==> config.mk <==
export PLATFORM = sky130hd
export DESIGN_NAME = sram_port_arbiter
export DESIGN_NICKNAME = d
export VERILOG_FILES = /design/src/rtl/sram_port_arbiter.sv
export SDC_FILE = /design/constraint.sdc
export NUM_CORES = 1
export LEC_CHECK = 0
export ABC_AREA = 0
export CELL_PAD_IN_SITES_DETAIL_PLACEMENT = 1
export CELL_PAD_IN_SITES_GLOBAL_PLACEMENT = 1
export CORE_AREA = 2 2 126 116
export DETAILED_ROUTE_END_ITERATION = 10
export DIE_AREA = 0 0 128 118
export PLACE_DENSITY_LB_ADDON = 0.1
export SYNTH_ARGS = -nofsm -noshare
export SYNTH_HDL_FRONTEND = slang
export SYNTH_SLANG_ARGS = --single-unit
==> constraint.sdc <==
create_clock -name clk -period 2.85 [get_ports clk]
set_clock_uncertainty 0.1 [all_clocks]
set_input_delay 0.285 -clock clk [delete_from_list [all_inputs] [get_ports clk]]
set_output_delay 0.285 -clock clk [all_outputs]
set_load 0.005 [all_outputs]
==> src/rtl/sram_port_arbiter.sv <==
// sram_port_arbiter
//   Shares one FIFO-style SRAM controller port between four requesters
//   (0 host write, 1 host read, 2 config/cmd write, 3 radio read).
//   Round-robin grant, full/empty gating, per-access watchdog.
//
// Ports
//   clk, reset_n        clock, asynchronous active-low reset
//   req[3:0]            per-requester request level
//   req_we[3:0]         per-requester direction (1 = write)
//   req_wdata[4*DW-1:0] per-requester write data, slice i*DW +: DW
//   hint[3:0]           one-cycle completion pulse to the granted requester
//   err[3:0]            one-cycle abort pulse (coincides with hint)
//   rdata[DW-1:0]       read data, valid from hint until the next completion
//   mem_read/mem_write  strobes to the SRAM controller
//   mem_wdata[DW-1:0]   write data to the SRAM controller
//   mem_done            SRAM controller completion
//   mem_rdata[DW-1:0]   SRAM read data, valid with mem_done
//   mem_full/mem_empty  SRAM FIFO status
//   busy                high whenever an access is in flight
//   cur_grant[1:0]      index of the current or last granted requester
module sram_port_arbiter #(
  parameter int DW      = 16,
  parameter int TIMEOUT = 1023,
  parameter int TW      = 10
) (
  input  logic              clk,
  input  logic              reset_n,
  input  logic [3:0]        req,
  input  logic [3:0]        req_we,
  input  logic [4*DW-1:0]   req_wdata,
  output logic [3:0]        hint,
  output logic [3:0]        err,
  output logic [DW-1:0]     rdata,
  output logic              mem_read,
  output logic              mem_write,
  output logic [DW-1:0]     mem_wdata,
  input  logic              mem_done,
  input  logic [DW-1:0]     mem_rdata,
  input  logic              mem_full,
  input  logic              mem_empty,
  output logic              busy,
  output logic [1:0]        cur_grant
);

  localparam logic [1:0] S_IDLE    = 2'd0;
  localparam logic [1:0] S_ISSUE   = 2'd1;
  localparam logic [1:0] S_WAIT    = 2'd2;
  localparam logic [1:0] S_RELEASE = 2'd3;

  localparam logic [TW-1:0] TIMEOUT_C = TW'(TIMEOUT);
  localparam logic [TW-1:0] TIMER_MAX = {TW{1'b1}};
  localparam logic [TW-1:0] TIMER_ONE = {{(TW-1){1'b0}}, 1'b1};

  // First requester with req set, searching cyclically from last+1;
  // the last granted requester is considered last of all.
  function automatic logic [1:0] rr_pick(input logic [3:0] r, input logic [1:0] last);
    logic [1:0] idx;
    logic [1:0] pick;
    logic       found;
    pick  = last;
    found = 1'b0;
    for (int k = 1; k <= 4; k++) begin
      idx = last + k[1:0];
      if (!found && r[idx]) begin
        pick  = idx;
        found = 1'b1;
      end
    end
    return pick;
  endfunction

  logic [1:0]    state_q, state_d;
  logic [TW-1:0] timer_q, timer_d;
  logic [1:0]    cur_grant_q, cur_grant_d;
  logic          we_q, we_d;
  logic [DW-1:0] wdata_q, wdata_d;
  logic [3:0]    hint_q, hint_d;
  logic [3:0]    err_q, err_d;
  logic [DW-1:0] rdata_q, rdata_d;
  logic          mem_read_q, mem_read_d;
  logic          mem_write_q, mem_write_d;
  logic [DW-1:0] mem_wdata_q, mem_wdata_d;
  logic          busy_q, busy_d;

  logic [DW-1:0] wdata_arr_s [4];
  logic [1:0]    rr_winner_s;
  logic [3:0]    grant_onehot_s;
  logic [TW-1:0] timer_inc_s;
  logic          timeout_s;

  for (genvar i = 0; i < 4; i++) begin : g_wdata
    assign wdata_arr_s[i] = req_wdata[i*DW +: DW];
  end

  assign rr_winner_s    = rr_pick(req, cur_grant_q);
  assign grant_onehot_s = 4'b0001 << cur_grant_q;
  // Saturating increment: the watchdog never wraps back to zero.
  assign timer_inc_s    = (timer_q == TIMER_MAX) ? timer_q : timer_q + TIMER_ONE;
  assign timeout_s      = (timer_q >= TIMEOUT_C);

  // Next-state and next-output logic for the grant/issue/wait/release FSM.
  always_comb begin
    state_d     = state_q;
    timer_d     = timer_q;
    cur_grant_d = cur_grant_q;
    we_d        = we_q;
    wdata_d     = wdata_q;
    hint_d      = 4'b0000;
    err_d       = 4'b0000;
    rdata_d     = rdata_q;
    mem_read_d  = mem_read_q;
    mem_write_d = mem_write_q;
    mem_wdata_d = mem_wdata_q;

    case (state_q)
      S_IDLE: begin
        if (|req) begin
          cur_grant_d = rr_winner_s;
          we_d        = req_we[rr_winner_s];
          wdata_d     = wdata_arr_s[rr_winner_s];
          timer_d     = {TW{1'b0}};
          state_d     = S_ISSUE;
        end else begin
          state_d     = S_IDLE;
        end
      end

      S_ISSUE: begin
        if (!req[cur_grant_q]) begin
          // Requester gave up before the strobe went out: silent return.
          state_d = S_IDLE;
        end else if (timeout_s) begin
          mem_read_d  = 1'b0;
          mem_write_d = 1'b0;
          rdata_d     = {DW{1'b1}};
          hint_d      = grant_onehot_s;
          err_d       = grant_onehot_s;
          state_d     = S_RELEASE;
        end else if (we_q ? mem_full : mem_empty) begin
          timer_d = timer_inc_s;
        end else begin
          mem_write_d = we_q;
          mem_read_d  = !we_q;
          mem_wdata_d = we_q ? wdata_q : mem_wdata_q;
          timer_d     = timer_inc_s;
          state_d     = S_WAIT;
        end
      end

      S_WAIT: begin
        // mem_done is tested first so it wins over a same-cycle timeout.
        if (mem_done) begin
          mem_read_d  = 1'b0;
          mem_write_d = 1'b0;
          if (!we_q) begin
            rdata_d = mem_rdata;
          end else begin
            rdata_d = rdata_q;
          end
          hint_d  = grant_onehot_s;
          state_d = S_RELEASE;
        end else if (timeout_s) begin
          mem_read_d  = 1'b0;
          mem_write_d = 1'b0;
          rdata_d     = {DW{1'b1}};
          hint_d      = grant_onehot_s;
          err_d       = grant_onehot_s;
          state_d     = S_RELEASE;
        end else begin
          timer_d = timer_inc_s;
        end
      end

      S_RELEASE: begin
        state_d = S_IDLE;
      end

      default: begin
        mem_read_d  = 1'b0;
        mem_write_d = 1'b0;
        state_d     = S_IDLE;
      end
    endcase

    // busy covers every non-idle state and stretches one cycle past the
    // return to IDLE, so it falls two cycles after the hint.
    busy_d = (state_d != S_IDLE) || (state_q != S_IDLE);
  end

  // State and registered-output flops.
  always_ff @(posedge clk or negedge reset_n) begin
    if (!reset_n) begin
      state_q     <= S_IDLE;
      timer_q     <= {TW{1'b0}};
      cur_grant_q <= 2'd3;
      we_q        <= 1'b0;
      wdata_q     <= {DW{1'b0}};
      hint_q      <= 4'b0000;
      err_q       <= 4'b0000;
      rdata_q     <= {DW{1'b0}};
      mem_read_q  <= 1'b0;
      mem_write_q <= 1'b0;
      mem_wdata_q <= {DW{1'b0}};
      busy_q      <= 1'b0;
    end else begin
      state_q     <= state_d;
      timer_q     <= timer_d;
      cur_grant_q <= cur_grant_d;
      we_q        <= we_d;
      wdata_q     <= wdata_d;
      hint_q      <= hint_d;
      err_q       <= err_d;
      rdata_q     <= rdata_d;
      mem_read_q  <= mem_read_d;
      mem_write_q <= mem_write_d;
      mem_wdata_q <= mem_wdata_d;
      busy_q      <= busy_d;
    end
  end

  assign hint      = hint_q;
  assign err       = err_q;
  assign rdata     = rdata_q;
  assign mem_read  = mem_read_q;
  assign mem_write = mem_write_q;
  assign mem_wdata = mem_wdata_q;
  assign busy      = busy_q;
  assign cur_grant = cur_grant_q;

endmodule
* Word-level counts from Yosys, hierarchy flattened
Cells that the tools add are included.
** Word-level totals
- Register bits :: 74
- Latch bits :: 0
- RAM bits :: 0
- Bits in read-only memories :: 0
- Input port bits :: 93
- Output and inout bits :: 45
- Logic and storage cells :: 111
- Memories :: 0
** Operators by class
- Add/subtract/negate cells :: 4
- Multipliers :: 0
- Div/mod/pow operators :: 0
- Magnitude comparators :: 7
- Equal/unequal tests :: 10
- Shifts and indexed selects :: 1
- Multiplexer cells :: 55
- Bitwise gates (word level) :: 3
- Reductions and logical operators :: 19
** Operators by type and width (number)
- $mux W16 :: 6
- $mux W10 :: 5
- $bmux W16 S2 :: 1
- $pmux W16 S2 :: 1
- $pmux W10 S3 :: 1
- $mux W1 :: 18
- $mux W2 :: 9
- $mux W4 :: 4
- $pmux W4 S2 :: 2
- $lt A2 B3 Y1 const B :: 5
- $add A10 B1 Y10 const B :: 1
- $bmux W1 S2 :: 5
- $eq A10 B10 Y1 const B :: 1
- $ge A10 B10 Y1 const B :: 1
- $ne A3 B3 Y1 const B :: 3
- $pmux W2 S4 :: 1
- $reduce_and A4 Y1 :: 2
- $ne A2 B2 Y1 const B :: 3
- $reduce_bool A2 Y1 :: 3
- $reduce_and A5 Y1 :: 1
- $add A2 B2 Y2 const B :: 2
- $eq A2 B2 Y1 const B :: 2
- $logic_not A1 Y1 :: 4
- $pmux W1 S2 :: 2
- 13 further kinds :: 16

* Longest topological paths before layout
Gate-level depths: netlist of the first run.
- Depth after elaboration :: 17
- Gate-level depth with buffers :: 12
- Depth with buffers taken out :: 8

* Worst setup path before layout of the first run
No wires, ideal clock.
- Path kind :: register to register
- Start :: register cur_grant_q[0], in the netlist cur_grant[0]
- End :: register we_q
- Setup time :: 0.123 ns
- Arrival :: 2.871 ns
- Slack :: -0.244 ns
- Cell stages (with the launch flop) :: 13
- Path buffers :: 4
- Path through :: dfstp_2 > buf_2 > inv_1 > ha_1 > buf_6 > mux2_2 > or4_4 > o21ai_2 > mux2i_1 > buf_6 > buf_12 > nand2_1 > o221a_2
** Between the ends
- Longest elaborated chain between the ends :: 15
** Ends and longest elaborated chain
- from (decl) :: RTL line 74 : logic [1:0] cur_grant_q, cur_grant_d;
- from (signal assigned) :: RTL line 208 : cur_grant_q <= cur_grant_d;
- $add A2 B1 Y2 :: RTL line 63 : idx = last + k[1:0];
- $bmux W1 S2 :: RTL line 64 : if (!found && r[idx]) begin
- $mux W1 (not written as such) :: RTL line 64
- $mux W1 :: RTL line 64
- $logic_not A1 Y1 :: RTL line 64
- $logic_and A1 B1 Y1 :: RTL line 64
- $mux W1 :: RTL line 64
- $logic_not A1 Y1 :: RTL line 64
- $logic_and A1 B1 Y1 :: RTL line 64
- $mux W1 :: RTL line 64
- $logic_not A1 Y1 :: RTL line 64
- $logic_and A1 B1 Y1 :: RTL line 64
- $mux W2 * :: RTL line 64
- $bmux W1 S2 * :: RTL line 119 : we_d = req_we[rr_winner_s];
- $mux W1 (not written as such) * :: RTL line 119
- to (signal assigned) :: RTL line 209 : we_q <= we_d;
- to (decl) :: RTL line 75 : logic we_q, we_d;
Every way passes the cells marked *; elsewhere a longest branch is shown, timed or not. The select of a mux whose other input is x is not followed.
A chain may end at the register's enable or synchronous reset.

* Final worst setup path of the first run
- Start :: register cur_grant_q[1], in the netlist cur_grant[1]
- End :: register wdata_q[4]
** Between the ends
- Longest elaborated chain between the ends :: 17
** Ends and longest elaborated chain
- $add A2 B1 Y2 :: RTL line 63
- $bmux W1 S2 :: RTL line 64
- $mux W1 (not written as such) :: RTL line 64
- $mux W1 :: RTL line 64
- $logic_not A1 Y1 :: RTL line 64
- $logic_and A1 B1 Y1 :: RTL line 64
- $mux W1 :: RTL line 64
- $logic_not A1 Y1 :: RTL line 64
- $logic_and A1 B1 Y1 :: RTL line 64
- $mux W1 :: RTL line 64
- $logic_not A1 Y1 :: RTL line 64
- $logic_and A1 B1 Y1 :: RTL line 64
- $mux W2 * :: RTL line 64
- $not A2 Y3 (not written as such) * :: RTL line 120 : wdata_d = wdata_arr_s[rr_winner_s];
- $bmux W16 S2 * :: RTL line 120
- $mux W16 (not written as such) * (2 in a row) :: RTL line 120
- to (signal assigned) :: RTL line 197 : wdata_q <= {DW{1'b0}};
- to (signal assigned) :: RTL line 210 : wdata_q <= wdata_d;
- to (decl) :: RTL line 76 : logic [DW-1:0] wdata_q, wdata_d;
Marks and branches as above.

==> flow_summary.ini, run 1 <==
[status]
status = complete, no violations

[grt]
grt_usage_pct = 17.54
antenna_found_initial = 0
grt_pass1_vias = 4028
grt_first_pass_wirelength_microns = 20910
grt_start_max_net_pins = 75
overflow = 0

[cts]
cts_tree = yes
insertion_delay_ns = 0.34
holdBufCountCts = 0
clock-sinks = 74
cts-root-buf = clkbuf_16
clkTransAtPathRegs_ns = 0.06
clockBufferDepth = 2
numCtsBuffers = 9
ctsHtreeMaxLevel = 3

[final_layout]
n_antenna_cell = 0
num-fill-cells = 1502
design_area_sq_um = 6554
nets = 651
layout-drive-gt1-share_pct = 22.78
area_growth_pct = 46.31
fin_cells = 725

[die]
rows = 41
die-area_sq_um = 15100
coreArea_sq_um = 13750
fp.dieH_microns = 118
die_w_microns = 128
start_util_pct = 32.58
io_pins = 138

[synthesis]
synth_compound_area_share_pct = 25.25
yosys.area_share.adder_pct = 2.793
synth-edff-count = 0
synth_top_family_by_area = compound AO/OA/AOI/OAI gates
synth_xor_area_share_pct = 0
yosysTopAreaCellShare_pct = 40.22
yosysWarnings = 0
avgSynthCellArea_sq_um = 11.03
muxShareOfSynthArea_pct = 12.57
synth_simple_gate_area_share_pct = 12.93
yosys.area.top_type = dfrtp_1
synth_async_sr_flop_share_pct = 100.0
synth_flop_cell = dfrtp_1
syn_nets = 509
netlist_top_cells_area = dfrtp_1 40%, mux2_2 9.8%, a2111oi_4 4.9%, o32ai_2 3.6%, o22a_1 3.3%
ys_ff_latch = 74
synthDistinctLibCells = 54
syn_inst = 406
ys_seq_area_share_pct = 41.40
syn_area_sq_um = 4479

[timing]
hold_viol = 0
period_minus_slack_ns = 2.800
tns_ns = 0
finalSetupViolCount = 0
worst_pin_slew_ns = 0.9793
layout_setup_ws_ns = 0.05016
post-route-period-util_pct = 98.24
relSlewSlack_pct = 34.71
rsz0062_at_grt = true
fmax_mhz = 357.2
final_max_slew_viol_count = 0

[pwr]
cellPowerDensity_nw_per_um2 = 1122
max-vdd-ir-drop_v = 0.0004790
power.total_w = 0.007356
cellLeakagePower_nw = 2.429

[critical_path]
endpoint_kind = register
worstPathMaxFanout = 8
critPathLaunchType = register
critical_path_arrival_ns = 2.91
worstSetupPathType = register to register
cp.required_ns = 2.96

[worst_hold_path]
min_path_type = input port to async pin

[placed_design]
dpl.hpwl_microns = 9639
place_congestion = 0.8106
place_ws_ns = -0.04759
dpl-instance-area_sq_um = 6182
portBuffers = 137
dp.cells = 707

[routing]
drtAntennaViolNets = 0
dr.pass1.iters = 4
via_per_inst = 5.230
routed_wl_microns = 12980
drc = 0
via_count = 3792
avgRoutedWirePerCell_microns = 17.90
drt-initial-drc-count = 115

[flow_run]
maxCapViolCount = 0
## final timing paths
check	start	endpoint	slack, ns	cells after the start
worst max-delay path	cur_grant[1]	wdata_q[4]	0.05	9
worst min-delay path	reset_n	timer_q[5]	0.005	1
worst max register to register	cur_grant[1]	wdata_q[4]	0.05	9
worst min register to register	rdata[2]	rdata[2]	0.39	1
max in group asynchronous	reset_n	wdata_q[8]	2.02	1
min in group clk	rdata[2]	rdata[2]	0.39	1
## cells in the final DEF (no fill, tap or decap), types with 16 or more instances in the layout
master and count:
clkdlybuf4s50_1 136, dfrtp_1 72, mux2_2 38, o21ai_0 29, nor2_1 23, nand2_1 22, buf_4 21, o22a_1 17
nor2b_1 17, a211oi_1 16
## critical path, cell delays in order (launching register included)
cell and delay [ns]:
dfstp_2 0.54, inv_2 0.06, ha_4 0.31, mux2_4 0.31, or4_4 0.43, o21ai_4 0.09
mux2i_4 0.11, buf_4 0.21, a2111oi_0 0.36, o32ai_1 0.15
## through the flow
| stage | util [%] | hold WS [ns] |
|---|---|---|
| detailed placement | 44.97 | 0.3763 |
| global placement | 44.97 | 0.3703 |
| floorplan | - | -0.1106 |
| CTS | 47.16 | 0.04499 |
| global route | 47.67 | 0.08131 |
| finish | 47.67 | 0.004590 |
## layer usage
layer | vias up | routed length [microns] | track usage, %
met5 | - | 0 | 0
met4 | 0 | 170 | 4.190
met3 | 9 | 737 | 5.045
met2 | 102 | 6427 | 29.71
met1 | 1872 | 5641 | 22.00
li1 | 1809 | - | -
## power by group
group          leakage [nW]  total (W)  switching, W  internal [W]
clock network         0.138    0.00116      0.000480      0.000682
logic                  1.45    0.00448       0.00218       0.00229
registers             0.843    0.00172      0.000247       0.00147
total                  2.43    0.00736       0.00291       0.00444
## sequential cells by signal, indices dropped and copies added (netlist names)
register / flops
mem_read: 1
wdata_q: 16
mem_wdata: 16
rdata: 16
state_q: 2
err: 4
we_q: 1
busy: 1
hint: 4
mem_write: 1
cur_grant: 2
timer_q: 10
## synth_stat cells, types with 4 or more instances
master,n
buf_2,11
o21ai_0,29
clkbuf_1,14
a2111oi_4,8
a211oi_1,16
mux2_2,39
o32ai_2,10
inv_1,8
nand2b_1,4
nor2b_1,18
mux2i_1,9
nor3_1,10
ha_1,10
o22a_1,17
buf_6,5
a2111oi_0,6
o32ai_1,6
and2_1,10
a21oi_1,10
nand3_1,4
nand2_1,23
nor2_1,23
dfrtp_1,72
## area by class of cell
type	instances	area (sq um)	area share, %
clock buffers	9	225.2	3.436
inverters	8	32.53	0.4964
clock inverters	7	75.07	1.145
repair buffers	164	1655	25.26
flip-flops and latches	74	1854	28.29
multi-input cells	291	2496	38.09
well taps	172	215.2	3.284
## timing repair
item                                    in CTS  in global routing
cloned                                       0                  1
pin swaps                                    0                  1
setup buffers                                0                  1
endpoints found under the setup margin       1                 48
resized for setup                            1                 10
## cells by family (layout without fill, tap and decap cells)
logic type,Yosys count,count (layout)
fa+ha+maj,10,10
flops,74,74
mux,50,50
buf+inv,41,188
simple gates,109,109
compound gates,122,122
No activity file was read; power rests on OpenSTA's default activity.
==> run 2, diff against run 1 <==
--- a/config.mk
+++ b/config.mk
@@ -8,9 +8,9 @@
 export ABC_AREA = 0
 export CELL_PAD_IN_SITES_DETAIL_PLACEMENT = 1
 export CELL_PAD_IN_SITES_GLOBAL_PLACEMENT = 1
-export CORE_AREA = 2 2 126 116
+export CORE_AREA = 2 2 115 128
 export DETAILED_ROUTE_END_ITERATION = 10
-export DIE_AREA = 0 0 128 118
+export DIE_AREA = 0 0 117 130
 export PLACE_DENSITY_LB_ADDON = 0.1
 export SYNTH_ARGS = -nofsm -noshare
 export SYNTH_HDL_FRONTEND = slang
==> run 2 against run 1 <==
Compared with the run above: global-route usage decreased by 1.1 points; worst setup slack improved by 0.0038 ns; via count fell by 0.53%; sequential power about the same; flip-flop and latch count unchanged; critical path type unchanged; critical path depth did not move; wire length is 1.3% lower; combinational power is 1% higher; highest routed layer unchanged; register-to-register slack barely moved; non-clock buffer count down 4; final cell count grew 2.2%; total power increased by 1.2%.
==> flow_summary.ini, run 2 (synthesis gave the netlist of run 1 again) <==
[die]
rows = 46
io_pins = 138
die-area_sq_um = 15210
fp.dieH_microns = 130
die_w_microns = 117
start_util_pct = 31.77
coreArea_sq_um = 14100

[timing]
period_minus_slack_ns = 2.796
fmax_mhz = 357.7
final_max_slew_viol_count = 0
relSlewSlack_pct = 34.43
post-route-period-util_pct = 98.11
tns_ns = 0
finalSetupViolCount = 0
layout_setup_ws_ns = 0.05398
worst_pin_slew_ns = 0.9836
hold_viol = 0
rsz0062_at_grt = true

[pwr]
max-vdd-ir-drop_v = 0.0006690
pwr-share-comb_pct = 60.9
cellPowerDensity_nw_per_um2 = 1131
seqPwrFrac_pct = 23.1
internal_power_w = 0.004449
power.total_w = 0.007441
netSwitchingPower_w = 0.002992
swShare_pct = 40.21
p_clk_share_pct = 16.0
cellLeakagePower_nw = 2.400

[final_layout]
n_antenna_cell = 0
final_common_cell = clkdlybuf4s50_1
nets = 647
multi_input_area_sq_um = 2524
register_area_sq_um = 1854
num-fill-cells = 1530
area_growth_pct = 46.90
layout_common_cells = 136 x clkdlybuf4s50_1, 72 x dfrtp_1, 38 x mux2_2
layout-drive-gt1-share_pct = 22.59

[routing]
routed_wl_microns = 12810
dr.pass1.iters = 4
drtAntennaViolNets = 0
drc = 0
via_count = 3772
avgRoutedWirePerCell_microns = 17.28
drt-initial-drc-count = 103
via_per_inst = 5.090

[flow_run]
maxCapViolCount = 0

[cts]
cts-root-buf = clkbuf_16
clock-sinks = 74
cts_tree = yes
clockBufferDepth = 2
clkTransAtPathRegs_ns = 0.07
ctsHtreeMaxLevel = 3
insertion_delay_ns = 0.33
holdBufCountCts = 0
numCtsBuffers = 9

[critical_path]
crit_family = compound AO/OA/AOI/OAI gates
cp.required_ns = 2.95
critPathSlowestCell = dfstp_2
critical_path_arrival_ns = 2.90
rr_endpoint = wdata_q[5]
endpoint_kind = register
worstSetupPathType = register to register
regToRegStartpoint = cur_grant[0]
cp_num_buf_inv = 2
r2r_cells = 9
crit_path_cell_trace = inv_4 > ha_4 > mux2_4 > or4_4 > o21ai_2 > mux2i_4 > buf_12 > a2111oi_1 > o32ai_1
critPathLaunchType = register
rrSetupSlack_ns = 0.05
slowest_delay_ns = 0.55
worstPathMaxFanout = 18
cp_num_cells = 9

[grt]
grt_first_pass_wirelength_microns = 19460
antenna_found_initial = 1
grt_usage_pct = 16.46
grt_pass1_vias = 3907
grt_start_max_net_pins = 75
overflow = 0

[worst_hold_path]
min_path_type = input port to async pin

[placed_design]
place_congestion = 0.8221
place_ws_ns = -0.009370
portBuffers = 137
dpl.hpwl_microns = 9278

[status]
status = complete, no violations
==> run 2: power groups by stage <==
stage,sequential [W],combinational (W),clock [W]
5_1_grt,0.00178,0.00492,0.00127
3_5_place_dp,0.00174,0.00434,0
2_1_floorplan,0.00172,0.00287,0
3_3_place_gp,0.00172,0.00422,0
6_report,0.00172,0.00453,0.00119
4_1_cts,0.00172,0.00435,0.00123
==> run 2: per-layer routing <==
metal  vias to the layer above  GRT usage (%)  part of all wire, %
met1                      1865          21.04                   44
met5                         -              0                    0
met4                         0          4.152                  1.0
met3                         9          5.063                  6.0
li1                       1805              -                    -
met2                        93          27.17                   49
==> run 2: area by class of cell <==
class	instances	share of cell area, %
Clock buffer	9	3.423
Clock inverter	7	1.255
Inverter	8	0.4944
Multi-Input combinational cell	291	38.35
Sequential cell	74	28.18
Tap cell	192	3.651
Timing Repair Buffer	160	24.64
==> run 2: worst max-delay path by stage <==
stage                             from         end  slack (ns)
final                     cur_grant[0]  wdata_q[5]        0.05
after global routing      cur_grant[1]  wdata_q[0]       -0.05
after CTS                 cur_grant[0]  wdata_q[1]       0.003
after detailed placement  cur_grant[0]  wdata_q[2]      -0.009
after global placement    cur_grant[0]  wdata_q[5]        0.11
after floorplan           cur_grant[0]        we_q       -0.08
==> run 2: timing repair <==
action	CTS	global route
setup buffers	0	1
resized for setup	1	13
gates cloned	0	1
setup endpoints to repair	1	27
==> run 2: metrics by stage <==
| step | hold WS [ns] | util (%) | instances | instance area [sq um] |
|---|---|---|---|---|
| CTS | 0.07326 | 46.00 | 739 | 6486 |
| detailed placement | 0.3763 | 43.81 | 723 | 6177 |
| global route | 0.1056 | 46.66 | 741 | 6580 |
| global placement | 0.3682 | 43.81 | 723 | 6177 |
| finish | 0.01627 | 46.66 | 741 | 6580 |
| floorplan | -0.1106 | - | 406 | 4517 |
==> run 2: worst reg2reg max path: stages (launching register included) <==
cell	delay, ns
dfstp_2	0.55
inv_4	0.05
ha_4	0.30
mux2_4	0.31
or4_4	0.42
o21ai_2	0.10
mux2i_4	0.11
buf_12	0.20
a2111oi_1	0.37
o32ai_1	0.15
